File: src/rtl/nn_pkg.sv
// Shared definitions for the neuron sequencer and the external ALU.
package nn_pkg;

    localparam logic [2:0] ALU_ADD = 3'b000;
    localparam logic [2:0] ALU_MUL = 3'b001;
    localparam logic [2:0] ALU_SLT = 3'b010;
    localparam logic [2:0] ALU_NOP = 3'b111;

    typedef enum logic [2:0] {
        IDLE,
        MUL,
        ACC,
        ACT,
        DONE
    } state_t;

endpackage

File: src/rtl/neuron_seq_cnt.sv
// Loadable down-counter with zero flag, tracks the remaining input/weight pairs.
module neuron_seq_cnt #(
    parameter int unsigned LEN_W = 8
) (
    input  logic             clk,
    input  logic             reset_n,
    input  logic             load,
    input  logic             dec,
    input  logic [LEN_W-1:0] load_val,
    output logic             zero
);

    logic [LEN_W-1:0] cnt;

    always_ff @(posedge clk or negedge reset_n) begin
        if (!reset_n) begin
            cnt <= '0;
        end else if (load) begin
            cnt <= load_val;
        end else if (dec) begin
            cnt <= cnt - LEN_W'(1);
        end
    end

    assign zero = (cnt == '0);

endmodule

File: src/rtl/neuron_seq.sv
// Time-multiplexes one external ALU to compute a neuron dot product and optional
// threshold activation. Define NEURON_SEQ_ACT_EN to include the activation step.
module neuron_seq
    import nn_pkg::*;
#(
    parameter int unsigned nBits = 32,
    parameter int unsigned LEN_W = 8
) (
    input  logic             clk,
    input  logic             reset_n,
    input  logic             start,
    input  logic [LEN_W-1:0] len,
    input  logic [nBits-1:0] threshold,
    input  logic             in_valid,
    input  logic [nBits-1:0] in_x,
    input  logic [nBits-1:0] in_w,
    output logic             in_ready,
    output logic [2:0]       alu_ctrl,
    output logic [nBits-1:0] alu_a,
    output logic [nBits-1:0] alu_b,
    input  logic [nBits-1:0] alu_result,
    output logic             busy,
    output logic             done,
    output logic [nBits-1:0] result
);

`ifdef NEURON_SEQ_ACT_EN
    localparam state_t POST_ACC = ACT;
    logic [nBits-1:0] thr_q;
`else
    localparam state_t POST_ACC = DONE;
    logic unused_threshold;
    assign unused_threshold = ^threshold;
`endif

    state_t           state;
    state_t           state_nxt;
    logic [nBits-1:0] acc;
    logic [nBits-1:0] prod;
    logic             cnt_zero;
    logic             accept;
    logic             consume;

    assign accept  = (state == IDLE) && start;
    assign consume = (state == MUL) && in_valid;

    neuron_seq_cnt #(.LEN_W(LEN_W)) u_cnt (
        .clk      (clk),
        .reset_n  (reset_n),
        .load     (accept),
        .dec      (consume),
        .load_val (len),
        .zero     (cnt_zero)
    );

    always_ff @(posedge clk or negedge reset_n) begin
        if (!reset_n) begin
            state <= IDLE;
        end else begin
            state <= state_nxt;
        end
    end

    always_comb begin
        state_nxt = state;
        case (state)
            IDLE: if (start) state_nxt = (len == '0) ? POST_ACC : MUL;
            MUL:  if (in_valid) state_nxt = ACC;
            ACC:  state_nxt = cnt_zero ? POST_ACC : MUL;
            ACT:  state_nxt = DONE;
            DONE: state_nxt = IDLE;
            default: state_nxt = IDLE;
        endcase
    end

    // ALU drive and handshake are decoded from state alone
    always_comb begin
        in_ready = 1'b0;
        alu_ctrl = ALU_NOP;
        alu_a    = '0;
        alu_b    = '0;
        busy     = (state != IDLE);
        done     = 1'b0;
        case (state)
            MUL: begin
                in_ready = 1'b1;
                alu_ctrl = ALU_MUL;
                alu_a    = in_x;
                alu_b    = in_w;
            end
            ACC: begin
                alu_ctrl = ALU_ADD;
                alu_a    = acc;
                alu_b    = prod;
            end
`ifdef NEURON_SEQ_ACT_EN
            ACT: begin
                alu_ctrl = ALU_SLT;
                alu_a    = acc;
                alu_b    = thr_q;
            end
`endif
            DONE: done = 1'b1;
            default: ;
        endcase
    end

`ifdef NEURON_SEQ_ACT_EN
    always_ff @(posedge clk or negedge reset_n) begin
        if (!reset_n) begin
            thr_q <= '0;
        end else if (accept) begin
            thr_q <= threshold;
        end
    end
`endif

    always_ff @(posedge clk or negedge reset_n) begin
        if (!reset_n) begin
            acc    <= '0;
            prod   <= '0;
            result <= '0;
        end else begin
            if (accept) begin
                acc    <= '0;
                result <= '0;
            end
            if (consume) prod <= alu_result;
            if (state == ACC) acc <= alu_result;
`ifdef NEURON_SEQ_ACT_EN
            // SLT yields 1 when acc >= threshold
            if (state == ACT) result <= nBits'(alu_result[0]);
`else
            if ((state == ACC) && cnt_zero) result <= alu_result;
`endif
        end
    end

endmodule

File: config.mk
export PLATFORM = sky130hd
export DESIGN_NAME = neuron_seq
export DESIGN_NICKNAME = d
export VERILOG_FILES = /design/src/rtl/nn_pkg.sv /design/src/rtl/neuron_seq_cnt.sv /design/src/rtl/neuron_seq.sv
export SDC_FILE = /design/constraint.sdc
export NUM_CORES = 1
export LEC_CHECK = 0
export CAP_MARGIN = 20
export CELL_PAD_IN_SITES_DETAIL_PLACEMENT = 1
export CELL_PAD_IN_SITES_GLOBAL_PLACEMENT = 2
export CORE_MARGIN = 10
export CORE_UTILIZATION = 24
export CTS_BUF_LIST = sky130_fd_sc_hd__clkbuf_8
export DETAILED_ROUTE_END_ITERATION = 10
export PLACE_DENSITY = 0.87
export SYNTH_ARGS = -nofsm -noshare
export SYNTH_HDL_FRONTEND = slang
export SYNTH_SLANG_ARGS = --single-unit
File: constraint.sdc
create_clock -name clk -period 3 [get_ports clk]
set_input_delay 0.6 -clock clk [delete_from_list [all_inputs] [get_ports clk]]
set_output_delay 0.6 -clock clk [all_outputs]
set_load 0.1 [all_outputs]
# After elaboration in Yosys (flattened, before gate mapping)
# Index checks and enable logic that the tools add are counted.
[word_totals] latch_bits=0 memories=0 reg_bits=107 mem_bits_ro=0 in_bits=140 out_inout_bits=102 elab_cells=38 ram_bits=0
[classes] addsub=1 n_eq_ne=6 n_mux=15 n_mul=0 shifts=0 n_lt_le_gt_ge=0 n_div=0 reduce_logical=11 bitwise=0
[ops] op="one-hot mux 32 bit (2 select lines)" count=2
[ops] op="2-to-1 mux 32 bit" count=3
[ops] op="zero test 8 bit" count=2
[ops] op="2-to-1 mux 8 bit" count=2
[ops] op="2-to-1 mux 3 bit" count=4
[ops] op="one-hot mux 3 bit (4 select lines)" count=1
[ops] op="subtractor 8 x 1 -> 8 bit, second input constant" count=1
[ops] op="== test 3 x 2 -> 1 bit, second input constant" count=2
[ops] op="one-hot mux 3 bit (2 select lines)" count=1
[ops] op="nonzero test 2 bit" count=3
[ops] op="inequality test 2 bit, second input constant" count=2
[ops] op="== test 3 x 1 -> 1 bit, second input constant" count=1
[ops] op="== test 3 bit, second input constant" count=1
[ops] op="logical AND 1 bit" count=3
[ops] op="zero test 3 bit" count=1
[ops] op="nonzero test 3 bit" count=1
[ops] op="2-to-1 mux 1 bit" count=2
[ops] op="AND reduction 2 bit" count=1

# Longest topological paths before layout
# Gate-level depths: netlist of run 1.
[logic_depth] depth_word=4 ltp_mapped=9 depth_no_buf=6

# Hierarchy
# From an unflattened synthesis of run 1, not the netlist that was laid out.
[unflattened] hier_cells=373 area_unflattened_um2=4912.2
[by_module_without_submodules] mod="neuron_seq" cells_each=321 area_each_um2=4444.3 instances=1
[by_module_without_submodules] mod="neuron_seq_cnt" cells_each=52 area_each_um2=467.9 instances=1

# Worst setup path after synthesis of run 1
# OpenSTA, ideal clock, no wires.
[synth_path] path_type="register to output" startpoint="register state[0]" endpoint="output alu_ctrl[2]" arrival_time_ns=3.303 stages_incl_launch_ff=6 slack_ns=-0.903 path_cell_list="dfrtp_1 -> clkbuf_1 -> nor3b_1 -> clkbuf_1 -> nor2_1 -> buf_4"
[synth_via] elab_chain_cells=2
[synth_rtl] element="start: declaration" line="neuron_seq.sv:36" text="state_t state;"
[synth_rtl] element="start signal: assignment" line="neuron_seq.sv:60" text="state <= state_nxt;"
[synth_rtl] element="== test 3 x 2 -> 1 bit / == test 3 x 1 -> 1 bit (equally long branches)" line="neuron_seq.sv:84" text="case (state)"
[synth_rtl] element="one-hot mux 3 bit (2 select lines) *" line="neuron_seq.sv:84"
[synth_rtl] element="end: declaration" line="neuron_seq.sv:18" text="output logic [2:0] alu_ctrl,"
# Mark *: on every way between the ends. The rest lies on a longest branch, timed or not.

# Final worst setup path of run 1
[layout_path] startpoint="register state[1]" endpoint="output alu_a[0]"
[layout_via] elab_chain_cells=2
[layout_rtl] element="== test 3 x 2 -> 1 bit / == test 3 x 1 -> 1 bit (equally long branches)" line="neuron_seq.sv:84"
[layout_rtl] element="one-hot mux 32 bit (2 select lines) *" line="neuron_seq.sv:84"
[layout_rtl] element="end: declaration" line="neuron_seq.sv:19" text="output logic [nBits-1:0] alu_a,"
# Marks and branches as above.

==> results of run 1 <==
==> power breakdown <==
part	switching [uW]	internal [uW]	leakage [uW]
clock network	518	326	0.0000901
logic	4450	2410	0.00199
registers	401	1970	0.00139
total	5370	4700	0.00347
==> critical path, cell delays in order, from the launching register on <==
cell and delay (ns):
dfrtp_1 0.52, nor3b_2 0.42, buf_12 0.32, a22o_1 0.30, buf_12 0.20
==> cell usage in the layout, fill, tap and decap left out, types with 2 or more instances in the layout <==
cell type        instances
inv_2                    2
nor4_1                   3
nor3_1                   2
o21ai_1                 11
o31ai_1                  2
buf_12                  69
clkdlybuf4s50_1        106
nor2_4                   2
clkbuf_8                10
nand3_1                  2
nor2_1                   3
mux2_2                  32
o311ai_0                 3
inv_1                    3
nor2b_1                  2
buf_4                   48
clkinvlp_4               2
dfrtp_1                107
o211ai_1                 2
a21oi_1                  4
a22o_1                  96
o21ai_0                 26
nor3b_2                  2
nand2_1                 75
==> through the flow <==
step                      total power [uW]  setup slack [ns]  cell area (sq um)  utilization [%]  std cells
after global placement                9160             0.717               7850             39.0        887
after global routing                 10500             0.118               8030             39.9        903
after detailed placement              9310             0.661               7850             39.0        887
final                                10100             0.249               8030             39.9        903
after floorplan                       6740            0.0854               4890                -        435
after CTS                            10200             0.211               8030             39.9        903
==> worst max-delay path by stage <==
stage          depth (start not counted)                     end                  from  slack, ns
2_1_floorplan                          4               alu_b[23]  state[0]$_DFFE_PN0P_       0.09
3_3_place_gp                           4                alu_a[0]  state[0]$_DFFE_PN0P_       0.72
3_5_place_dp                           6  result[23]$_DFFE_PN0P_  state[1]$_DFFE_PN0P_       0.66
4_1_cts                                4                alu_a[0]  state[0]$_DFFE_PN0P_       0.21
5_1_grt                                4                alu_a[0]  state[0]$_DFFE_PN0P_       0.12
6_report                               4                alu_a[0]  state[1]$_DFFE_PN0P_       0.25
==> area by class of cell <==
class	instances	area share, %
clock buffer	10	1.71
clock inverter	6	0.514
inverter	4	0.187
multi-input combinational	283	25.1
sequential	107	33.4
tap	270	4.21
timing repair buffer	223	34.9
==> metal layers <==
layer / share of wire [%] / up-vias / global-route usage, %
li1: - / 1984 / -
met1: 40 / 2250 / 16.4
met2: 54 / 103 / 25.5
met3: 5.0 / 12 / 3.82
met4: 1.5 / 0 / 3.98
met5: 0 / - / 0
==> sequential cells by signal, indices dropped and copies added, names as in the netlist <==
register / count
acc: 32
prod: 32
result: 32
state: 3
u_cnt.cnt: 8
==> kinds of logic (layout without fill, tap and decap cells) <==
kind of cell / Yosys count / count (layout) / share of synthesized area, %
AOI/OAI and AO/OA: 148 / 148 / 23.3
xor gates and xnor gates: 1 / 1 / 0.180
adders and majority gates: 1 / 1 / 0.256
buffers and inverters: 45 / 243 / 4.51
DFF: 107 / 107 / 54.9
muxes: 32 / 32 / 7.38
and+or+nand+nor: 101 / 101 / 9.51
==> flow_metrics.env, run 1 <==
export IMPL_power_density_mw_per_mm2=1250
export IMPL_vdd_ir_drop_worst_mv=0.530
export IMPL_critPathCaptureType="primary output"
export IMPL_die_x_um=163
export IMPL_synth_area_sq_mm=0.00488
export IMPL_clkSinkCount=107
export IMPL_rows=52
export IMPL_drc=0
export IMPL_wl_per_cell_um=21.3
export IMPL_antenna_found_initial=0
export IMPL_io_buffers=209
export IMPL_synth_top_cells_by_count="107 x dfrtp_1, 96 x a22o_1, 75 x nand2_1"
export IMPL_ys_seq_area_share_pct=54.9
export IMPL_diodes=0
export IMPL_syn_mean_instance_area_sq_um=11.2
export IMPL_hold_path_class="input port to async pin"
export IMPL_r2r_start="state[1]$_DFFE_PN0P_"
export IMPL_dr_pass1_iters=4
export IMPL_dp_hpwl_um=14800
export IMPL_cts_setup_buffers=0
export IMPL_synth_cell_type_count=40
export IMPL_p_leak_uw=0.00347
export IMPL_synth_top_area_share_pct=54.9
export IMPL_layout_drive_gt1_share_pct=27.5
export IMPL_synth_warnings=0
export IMPL_multiInputGateArea_sq_mm=0.00201
export IMPL_worst_pin_slew_ns=0.768
export IMPL_syn_inst=435
export IMPL_ios=242
export IMPL_timing_fmax_mhz=364
export IMPL_crit_required_ns=2.40
export IMPL_synth_nets=576
export IMPL_grt_pass1_vias=4860
export IMPL_cts_resized=0
export IMPL_fin_nets=769
export IMPL_ys_ff_latch=107
export IMPL_fillers=2129
export IMPL_ys_dominant_reg_cell="dfrtp_1"
export IMPL_yosys_cell_count_top_type="dfrtp_1"
export IMPL_synthArstFlopShare_pct=100
export IMPL_via_count=4349
export IMPL_yosysTopAreaCell="dfrtp_1"
export IMPL_routed_via_density=4.82
export IMPL_whs_ns=0.262
export IMPL_core_area_sq_mm=0.0201
export IMPL_max_slew_margin_pct=48.8
export IMPL_first_iter_violations=155
export IMPL_path_clk_slew_ns=0.10
export IMPL_rr_endpoint="state[2]$_DFFE_PN0P_"
export IMPL_grt_pass1_wl_um=29700
export IMPL_skew_ns=0.0177
export IMPL_seq_area_sq_mm=0.00268
export IMPL_grt_overflow=0
export IMPL_critical_path_max_fanout=56
export IMPL_min_period_ns=2.75
export IMPL_cts_root_buf="clkbuf_8"
export IMPL_start_kind="flip-flop"
export IMPL_cts_made_buffers=9
export IMPL_setup_viol=0
export IMPL_grt_max_degree=57
export IMPL_ant_nets=0
export IMPL_h_tree_depth=3
export IMPL_syn_to_final_growth_pct=64.5
export IMPL_slew_viol_final=0
export IMPL_min_period_over_period_pct=91.7
export IMPL_clk_latency_ns=0.38
export IMPL_max_clock_path_buffers=2
export IMPL_rrSetupSlack_ns=0.65
export IMPL_status="complete, no violations"
export IMPL_ys_top_cells_by_area="dfrtp_1 55%, a22o_1 17%, mux2_2 7.4%"
export IMPL_die_y_um=163
export IMPL_maxCapViolCount=0
export IMPL_hold_viol=0
export IMPL_rsz0062_at_grt="false"
export IMPL_dieArea_sq_mm=0.0264
export IMPL_cts_hold_buf=0
export IMPL_rr_worst_depth=7
export IMPL_grtUsageTotal_pct=14.3
export IMPL_cts_tree="done"
export IMPL_worst_setup_path_type="flip-flop to primary output"
export IMPL_place_congestion=0.753
export IMPL_fin_tns_setup_ns=0
export IMPL_initial_core_util_pct=24.3
export IMPL_cp_arrival_ns=2.15
export IMPL_drt_total_wl_um=19200
export IMPL_synth_edf_count=0
Note: power is estimated with default switching activity, not from simulation.
==> run 2, diff against run 1 <==
--- a/config.mk
+++ b/config.mk
@@ -9,10 +9,11 @@
 export CELL_PAD_IN_SITES_DETAIL_PLACEMENT = 1
 export CELL_PAD_IN_SITES_GLOBAL_PLACEMENT = 2
 export CORE_MARGIN = 10
-export CORE_UTILIZATION = 24
+export CORE_UTILIZATION = 26
 export CTS_BUF_LIST = sky130_fd_sc_hd__clkbuf_8
 export DETAILED_ROUTE_END_ITERATION = 10
-export PLACE_DENSITY = 0.87
+export PLACE_DENSITY = 0.93
 export SYNTH_ARGS = -nofsm -noshare
 export SYNTH_HDL_FRONTEND = slang
 export SYNTH_SLANG_ARGS = --single-unit
+export TNS_END_PERCENT = 50
==> run 2 against run 1 <==
Compared with the run above:
- worst hold slack lost 0.032 ns
- fmax is 1.0% higher
- sequential share of layout area is 0.073 points higher
==> flow_metrics.env, run 2 (synthesis gave the netlist of run 1 again) <==
export IMPL_clk_latency_ns=0.37
export IMPL_final_setup_worst_slack_ns=0.278
export IMPL_cts_hold_buf=0
export IMPL_ant_nets=0
export IMPL_setup_viol=0
export IMPL_reg_top3="acc (32), prod (32), result (32)"
export IMPL_final_common_cell="dfrtp_1"
export IMPL_diodes=0
export IMPL_rr_endpoint="state[2]$_DFFE_PN0P_"
export IMPL_cts_tree="done"
export IMPL_cts_resized=0
export IMPL_internal_power_uw=4780
export IMPL_clkSinkCount=107
export IMPL_place_congestion=0.830
export IMPL_antenna_found_initial=0
export IMPL_die_y_um=157
export IMPL_pwr_share_clk_pct=8.9
export IMPL_dp_hpwl_um=14500
export IMPL_hold_viol=0
export IMPL_p_leak_uw=0.00349
export IMPL_syn_to_final_growth_pct=64.1
export IMPL_p_seq_share_pct=23.3
export IMPL_p_comb_share_pct=67.8
export IMPL_critPathCaptureType="primary output"
export IMPL_fin_nets=769
export IMPL_fillers=1948
export IMPL_switching_power_uw=5380
export IMPL_skew_ns=0.00698
export IMPL_start_kind="flip-flop"
export IMPL_sw_frac_of_total_pct=53.0
export IMPL_grt_max_degree=61
export IMPL_critical_path_max_fanout=52
export IMPL_rr_worst_depth=7
export IMPL_dpl_cell_count=851
export IMPL_first_iter_violations=162
export IMPL_max_clock_path_buffers=2
export IMPL_max_slew_margin_pct=55.5
export IMPL_via_count=4292
export IMPL_status="complete, no violations"
export IMPL_worst_pin_slew_ns=0.667
export IMPL_drt_total_wl_um=19000
export IMPL_ios=242
export IMPL_grt_pass1_wl_um=29100
export IMPL_slew_viol_final=0
export IMPL_io_buffers=209
export IMPL_grt_pass1_vias=4899
export IMPL_core_area_sq_mm=0.0186
export IMPL_hold_path_class="input port to async pin"
export IMPL_fin_tns_setup_ns=0
export IMPL_wl_per_cell_um=22.0
export IMPL_cts_root_buf="clkbuf_8"
export IMPL_initial_core_util_pct=26.3
export IMPL_routed_via_density=4.95
export IMPL_power_density_mw_per_mm2=1270
export IMPL_timing_fmax_mhz=367
export IMPL_cts_setup_buffers=0
export IMPL_vdd_ir_drop_worst_mv=0.659
export IMPL_place_worst_setup_slack_ns=0.652
export IMPL_rsz0062_at_grt="false"
export IMPL_worst_setup_path_type="flip-flop to primary output"
export IMPL_die_x_um=157
export IMPL_maxCapViolCount=0
export IMPL_crit_required_ns=2.40
export IMPL_cp_arrival_ns=2.12
export IMPL_grtUsageTotal_pct=15.1
export IMPL_final_cell_mix="107 x dfrtp_1, 106 x clkdlybuf4s50_1, 96 x a22o_1"
export IMPL_min_period_ns=2.72
export IMPL_dr_pass1_iters=4
export IMPL_rrSetupSlack_ns=0.62
export IMPL_grt_overflow=0
export IMPL_rows=50
export IMPL_layout_drive_gt1_share_pct=27.3
export IMPL_cts_made_buffers=9
export IMPL_dieArea_sq_mm=0.0246
export IMPL_min_period_over_period_pct=90.7
export IMPL_h_tree_depth=3
export IMPL_r2r_start="state[1]$_DFFE_PN0P_"
export IMPL_path_clk_slew_ns=0.11
export IMPL_final_cells=867
export IMPL_drc=0
==> run 2: cell count changes in the layout (fill, tap and decap cells not counted) <==
| cell | previous run | this run |
|---|---|---|
| bufinv_16 | 0 | 1 |
| buf_4 | 48 | 47 |
| buf_12 | 69 | 70 |
| clkinv_2 | 1 | 0 |
| clkbuf_8 | 10 | 9 |
| inv_1 | 3 | 4 |
==> run 2: stage by stage <==
stage	utilization [%]	hold WS (ns)	area, sq um	total power [uW]
6_report	43.1	0.230	8010	10200
3_5_place_dp	42.1	0.487	7810	9340
2_1_floorplan	-	0.304	4890	6740
3_3_place_gp	42.1	0.490	7810	9160
5_1_grt	43.1	0.253	8010	10600
4_1_cts	43.1	0.227	8010	10300
==> run 2: how the worst max path moves through the flow <==
| stage | slack (ns) | start | endpoint |
|---|---|---|---|
| final | 0.28 | state[1]$_DFFE_PN0P_ | alu_b[29] |
| after global routing | 0.14 | state[0]$_DFFE_PN0P_ | alu_b[29] |
| after CTS | 0.24 | state[0]$_DFFE_PN0P_ | alu_b[29] |
| after detailed placement | 0.65 | state[2]$_DFFE_PN0P_ | state[2]$_DFFE_PN0P_ |
| after global placement | 0.74 | state[1]$_DFFE_PN0P_ | state[2]$_DFFE_PN0P_ |
| after floorplan | 0.09 | state[0]$_DFFE_PN0P_ | alu_b[23] |
==> run 2: critical path, cell delays in order (launching register included) <==
cell,delay [ns]
dfrtp_1,0.51
nor3b_2,0.42
buf_12,0.30
a22o_1,0.28
buf_12,0.20
==> run 2: metal layers <==
| metal | up-vias | wire length [um] | share of wire [%] | GRT usage [%] |
|---|---|---|---|---|
| li1 | 1985 | - | - | - |
| met1 | 2178 | 7430 | 39 | 16.9 |
| met2 | 112 | 10200 | 53 | 27.0 |
| met3 | 17 | 1150 | 6.0 | 4.42 |
| met4 | 0 | 287 | 1.5 | 4.49 |
| met5 | - | 0 | 0 | 0 |
==> run 2: power groups by stage <==
stage / sequential (uW) / clock [uW] / combinational, uW
floorplan: 2360 / 0 / 4380
global placement: 2370 / 0 / 6790
detailed placement: 2390 / 0 / 6940
CTS: 2370 / 952 / 6950
global route: 2440 / 1010 / 7130
finish: 2370 / 907 / 6880
==> run 2: area by class of cell <==
type | count | area [sq um] | share of cell area, %
sequential | 107 | 2680 | 33.4
timing repair buffer | 223 | 2820 | 35.2
clock inverter | 7 | 70.1 | 0.875
clock buffer | 9 | 124 | 1.55
multi-input combinational | 283 | 2010 | 25.1
inverter | 4 | 15.0 | 0.188
tap | 234 | 293 | 3.66
